[config.mk]
export PLATFORM = sky130hd
export DESIGN_NAME = io_debounce_flat
export DESIGN_NICKNAME = d
export VERILOG_FILES = /design/src/rtl/io_debounce_if.sv /design/src/rtl/io_debounce.sv /design/src/flat_wrapper.sv
export SDC_FILE = /design/constraint.sdc
export NUM_CORES = 1
export LEC_CHECK = 0
export ABC_AREA = 1
export BUFFER_PORTS_ARGS = -buffer_cell sky130_fd_sc_hd__buf_2
export CAP_MARGIN = 30
export CORE_AREA = 2 2 108 110
export DETAILED_ROUTE_END_ITERATION = 7
export DIE_AREA = 0 0 110 112
export PLACE_DENSITY = 0.68
export SLEW_MARGIN = 20
export SYNTH_ARGS = -nofsm -noshare
export SYNTH_HDL_FRONTEND = slang
export SYNTH_SLANG_ARGS = --single-unit
[constraint.sdc]
create_clock -name clk -period 2.8 [get_ports clk]
set_clock_uncertainty 0.05 [all_clocks]
set_input_delay 0 -clock clk [delete_from_list [all_inputs] [get_ports clk]]
set_output_delay 0 -clock clk [all_outputs]
set_load 0.01 [all_outputs]
[src/rtl/io_debounce_if.sv]
// io_debounce_if: raw pin inputs, bypass control and debounced levels of the input-conditioning stage
interface io_debounce_if;
  logic [7:0] raw_switch;
  logic [4:0] raw_button;
  logic       bypass;
  logic [7:0] switch;
  logic [4:0] button;
  modport master (output raw_switch, raw_button, bypass, input switch, button);
  modport slave  (input raw_switch, raw_button, bypass, output switch, button);
endinterface

[src/rtl/io_debounce.sv]
// io_debounce: 2-flop synchroniser plus per-bit tick-qualified debounce for 8 switches and 5 buttons
module io_debounce #(
  parameter int TICK_DIV     = 100000,
  parameter int STABLE_TICKS = 10
) (
  input logic          clk,
  input logic          res_n,
  io_debounce_if.slave io
);
  localparam int N  = 13;
  localparam int PW = TICK_DIV > 1 ? $clog2(TICK_DIV) : 1;
  localparam int CW = $clog2(STABLE_TICKS + 1);
  logic [N-1:0]  s1, s2, q;
  logic [PW-1:0] pre;
  logic          tick;
  assign tick = pre == PW'(TICK_DIV - 1);
  always_ff @(posedge clk or negedge res_n)
    if (!res_n) begin
      s1  <= '0;
      s2  <= '0;
      pre <= '0;
    end else begin
      s1  <= {io.raw_button, io.raw_switch};
      s2  <= s1;
      pre <= tick ? '0 : pre + 1'b1;
    end
  for (genvar i = 0; i < N; i++) begin : g_bit
    logic [CW-1:0] cnt;
    logic          qb;
    logic          done;
    assign done = cnt == CW'(STABLE_TICKS - 1);
    // a bounce back to the held level (or bypass) restarts qualification
    always_ff @(posedge clk or negedge res_n)
      if (!res_n) begin
        cnt <= '0;
        qb  <= 1'b0;
      end else if (io.bypass || s2[i] == qb) begin
        cnt <= '0;
        qb  <= s2[i];
      end else if (tick) begin
        cnt <= done ? '0 : cnt + 1'b1;
        qb  <= done ? s2[i] : qb;
      end
    assign q[i] = qb;
  end
  assign io.switch = q[7:0];
  assign io.button = q[12:8];
endmodule

[src/flat_wrapper.sv]
// flat-port wrapper written by rule: the top's interface ports become plain ports
module io_debounce_flat 
#(
  parameter int TICK_DIV     = 100000,
  parameter int STABLE_TICKS = 10
)
  (clk, res_n, io_raw_switch, io_raw_button, io_bypass, io_switch, io_button);
  io_debounce_if io_i ();
  input logic clk;
  input logic res_n;
  input wire logic [$bits(io_i.raw_switch)-1:0] io_raw_switch;
  input wire logic [$bits(io_i.raw_button)-1:0] io_raw_button;
  input wire logic [$bits(io_i.bypass)-1:0] io_bypass;
  output wire logic [$bits(io_i.switch)-1:0] io_switch;
  output wire logic [$bits(io_i.button)-1:0] io_button;
  assign io_i.raw_switch = io_raw_switch;
  assign io_i.raw_button = io_raw_button;
  assign io_i.bypass = io_bypass;
  assign io_switch = io_i.switch;
  assign io_button = io_i.button;
  io_debounce #(.TICK_DIV(TICK_DIV), .STABLE_TICKS(STABLE_TICKS)) u_core (.clk(clk), .res_n(res_n), .io(io_i));
endmodule
==> out/results.ini <==
[global_routing]
grt_max_degree=55
grt_pass1_vias=4197
grt_usage=0.180
grt-ovfl-total=0
antenna_found_initial=0
grt_pass1_wl_um=17800

[synth]
synth-seq-cells=108
yosys.area_share.xor_xnor=0.0560
yosys.area_share.adder=0.0600
synth.avg_cell_area_um2=8.44
synth_compound_area_frac=0.0387
synth_top_family_by_area=simple AND/OR/NAND/NOR gates
synth_area_um2=5630
ys_seq_area_frac=0.480
syn_nets=710
netlist_instances=667
yosys.area_share.simple=0.285
synth.area.mux_share=0
yosysUniqueCellTypes=25
yosys_warnings=0

[job]
maxCapViolCount=0

[power_and_ir_drop]
powerDensity_nw_per_um2=559
total_power_mw=3.50
peakVddDrop_mv=0.416
p_leak_nw=3.17

[critical_path]
critPathMaxFanout=19
path_cells=ha_1, nand4_1, nor2_2, nand2_2, clkinv_1, nand3b_1, nand2_1
path_class=register to register
worst_r2r_startpoint=u_core.pre[0]$_DFF_PN0_
arrival_ns=2.05
r2r_cells=7
cp-start-kind=register
r2r_slack_ns=0.93
critical-path-top-delay-family=simple AND/OR/NAND/NOR gates
end_kind=register
timing.rr.end=u_core.g_bit[3].cnt[2]$_DFFE_PN0P_
worstPathRequired_ns=2.98
critPathMaxStageDelay_ns=0.48
cp_slowest_cell=clkinv_1
path_buf_inv=1

[route]
wire_per_inst_um=11.4
ant_nets=0
wl_met2_um=4780
highest_layer=met4
met3WireLength_um=248
vias_per_cell=4.87
m1WireLength_um=4590
drtPass1Iterations=4
first_iter_violations=147
post-route-drc-count=0
dr_total_vias=4158
wirelength_um=9750

[placement]
placedCellCount=823
place_hpwl_um=6970
port_buffers=28
routabilityCongestion=0.857
pre_cts_slack_ns=0.858
place_area_um2=5820

[clock_tree]
htreeDepth=3
clk_latency_ns=0.35
clock-root-buffer=clkbuf_16
cts_buffers=9
cts_num_sinks=108
cts.repair.resized=0
cts_tree=done
clk_path_buf_depth=2
clk_pin_slew_ns=0.07

[sta]
max_slew_margin=0.544
tightest_slew_ns=0.684
period_share=0.668
setup_viol=0
rsz0062_at_grt=false
max_freq_mhz=534
fin_setup_tns_ns=0
drv_slew=0
period_minus_slack_ns=1.87
finalHoldViolCount=0
finalWorstSetupSlack_ns=0.929

[min_path]
hold_path.class=input port to register
whs_endpoint=u_core.g_bit[4].cnt[2]$_DFFE_PN0P_
whs_path_depth=4
hold_start=io_bypass

[cells_and_area]
insertedDiodeCount=0
final_cells=853
final_nets=748
drive_gt1_frac=0.103
final_area_um2=6260
fillCellCount=972
area_growth_pct=11.3

[die]
start_util=0.504
die_width_um=110
row_count=39
dieArea_um2=12300
die_h_um=112
core_um2=11200
io-pin-count=29

[status]
status=complete, no violations

where the power goes:
group          internal, mW  leakage, nW  switching, mW  total [mW]
sequential             1.64         1.41         0.0720        1.72
combinational         0.186         1.61          0.319       0.505
clock                 0.704        0.145          0.577        1.28
total                  2.53         3.17          0.968        3.50
flip-flops by register name, indices dropped and copies added, names as in the netlist:
name and cells:
u_core.g_bit.qb 13, u_core.pre 17, u_core.s1 13, u_core.g_bit.cnt 52
u_core.s2 13
cells in the final DEF, fill, tap and decap left out:
cell / netlist / final
o21ai_0: 39 / 39
inv_8: 0 / 1
nand4_1: 5 / 5
buf_4: 14 / 6
xor2_1: 28 / 28
nand2_4: 7 / 7
dlygate4sd3_1: 0 / 14
nand2_1: 180 / 180
clkinv_2: 0 / 1
nor3_1: 4 / 4
clkinv_4: 0 / 1
clkinvlp_4: 0 / 1
clkbuf_1: 0 / 1
bufinv_16: 0 / 1
nand2_2: 2 / 2
nand3_1: 58 / 58
a21oi_1: 3 / 3
clkinv_1: 2 / 2
clkbuf_16: 0 / 9
dfrtp_1: 108 / 108
buf_2: 3 / 27
inv_2: 1 / 1
nand3_2: 1 / 1
nand3b_1: 15 / 15
o211ai_1: 1 / 1
nor2_4: 4 / 4
inv_1: 74 / 74
ha_1: 27 / 27
inv_6: 0 / 1
xnor2_1: 8 / 8
nor2_1: 70 / 70
nor2_2: 10 / 10
how the worst max path moves through the flow:
stage,from,endpoint,slack (ns),cells after the start
floorplan,u_core.pre[0]$_DFF_PN0_,u_core.g_bit[11].cnt[2]$_DFFE_PN0P_,1.34,8
global placement,u_core.pre[0]$_DFF_PN0_,u_core.g_bit[0].cnt[1]$_DFFE_PN0P_,0.93,7
detailed placement,u_core.pre[0]$_DFF_PN0_,u_core.g_bit[8].cnt[2]$_DFFE_PN0P_,0.86,7
CTS,u_core.pre[0]$_DFF_PN0_,u_core.g_bit[3].cnt[2]$_DFFE_PN0P_,0.84,7
global route,u_core.pre[0]$_DFF_PN0_,u_core.g_bit[8].cnt[2]$_DFFE_PN0P_,0.69,7
finish,u_core.pre[0]$_DFF_PN0_,u_core.g_bit[3].cnt[2]$_DFFE_PN0P_,0.93,7
worst register-to-register path: cells and delay by family (launching register included):
kind | cells | cell delay [ns]
fa+ha+maj | 1 | 0.24
buf+inv | 1 | 0.49
flops | 1 | 0.40
simple gates | 5 | 0.58
layout make-up:
cell class / count / area [um2] / area share
Clock inverter: 6 / 71.3 / 0.0114
Tap cell: 143 / 179 / 0.0286
Inverter: 77 / 289 / 0.0461
Clock buffer: 10 / 229 / 0.0366
Sequential cell: 108 / 2700 / 0.431
Timing Repair Buffer: 47 / 320 / 0.0511
Multi-Input combinational cell: 462 / 2470 / 0.395
cell usage after synthesis:
cell / instances / area (um2)
nand2_1: 180 / 676
dfrtp_1: 108 / 2700
inv_1: 74 / 278
nor2_1: 70 / 263
nand3_1: 58 / 290
o21ai_0: 39 / 195
xor2_1: 28 / 245
ha_1: 27 / 338
nand3b_1: 15 / 113
buf_4: 14 / 105
nor2_2: 10 / 62.6
xnor2_1: 8 / 70.1
nand2_4: 7 / 78.8
nand4_1: 5 / 31.3
nor2_4: 4 / 45.0
nor3_1: 4 / 20.0
a21oi_1: 3 / 15.0
buf_2: 3 / 15.0
buf_6: 2 / 22.5
clkinv_1: 2 / 7.51
nand2_2: 2 / 12.5
buf_12: 1 / 20.0
inv_2: 1 / 3.75
nand3_2: 1 / 10.0
o211ai_1: 1 / 7.51
cell families (layout without fill, tap and decap cells):
logic type | Yosys count | count (layout)
simple gates | 356 | 356
compound gates | 43 | 43
xor+xnor | 36 | 36
buf+inv | 97 | 140
fa+ha+maj | 27 | 27
flops | 108 | 108
metrics by stage:
stage | hold slack, ns | utilization
4_1_cts | 0.115 | 0.561
3_5_place_dp | 0.0482 | 0.521
2_1_floorplan | -0.346 | -
6_report | 0.114 | 0.561
3_3_place_gp | 0.0504 | 0.521
5_1_grt | 0.148 | 0.561
routing by layer:
| metal | track usage | vias to the layer above |
|---|---|---|
| li1 | - | 2152 |
| met1 | 0.226 | 1957 |
| met2 | 0.303 | 41 |
| met3 | 0.0451 | 8 |
| met4 | 0.0591 | 0 |
| met5 | 0 | - |
repair_timing:
action,in CTS,in global routing
buffers inserted,0,0
hold buffers,14,0
hold endpoints to repair,64,0
(Power assumes the default switching activity.)
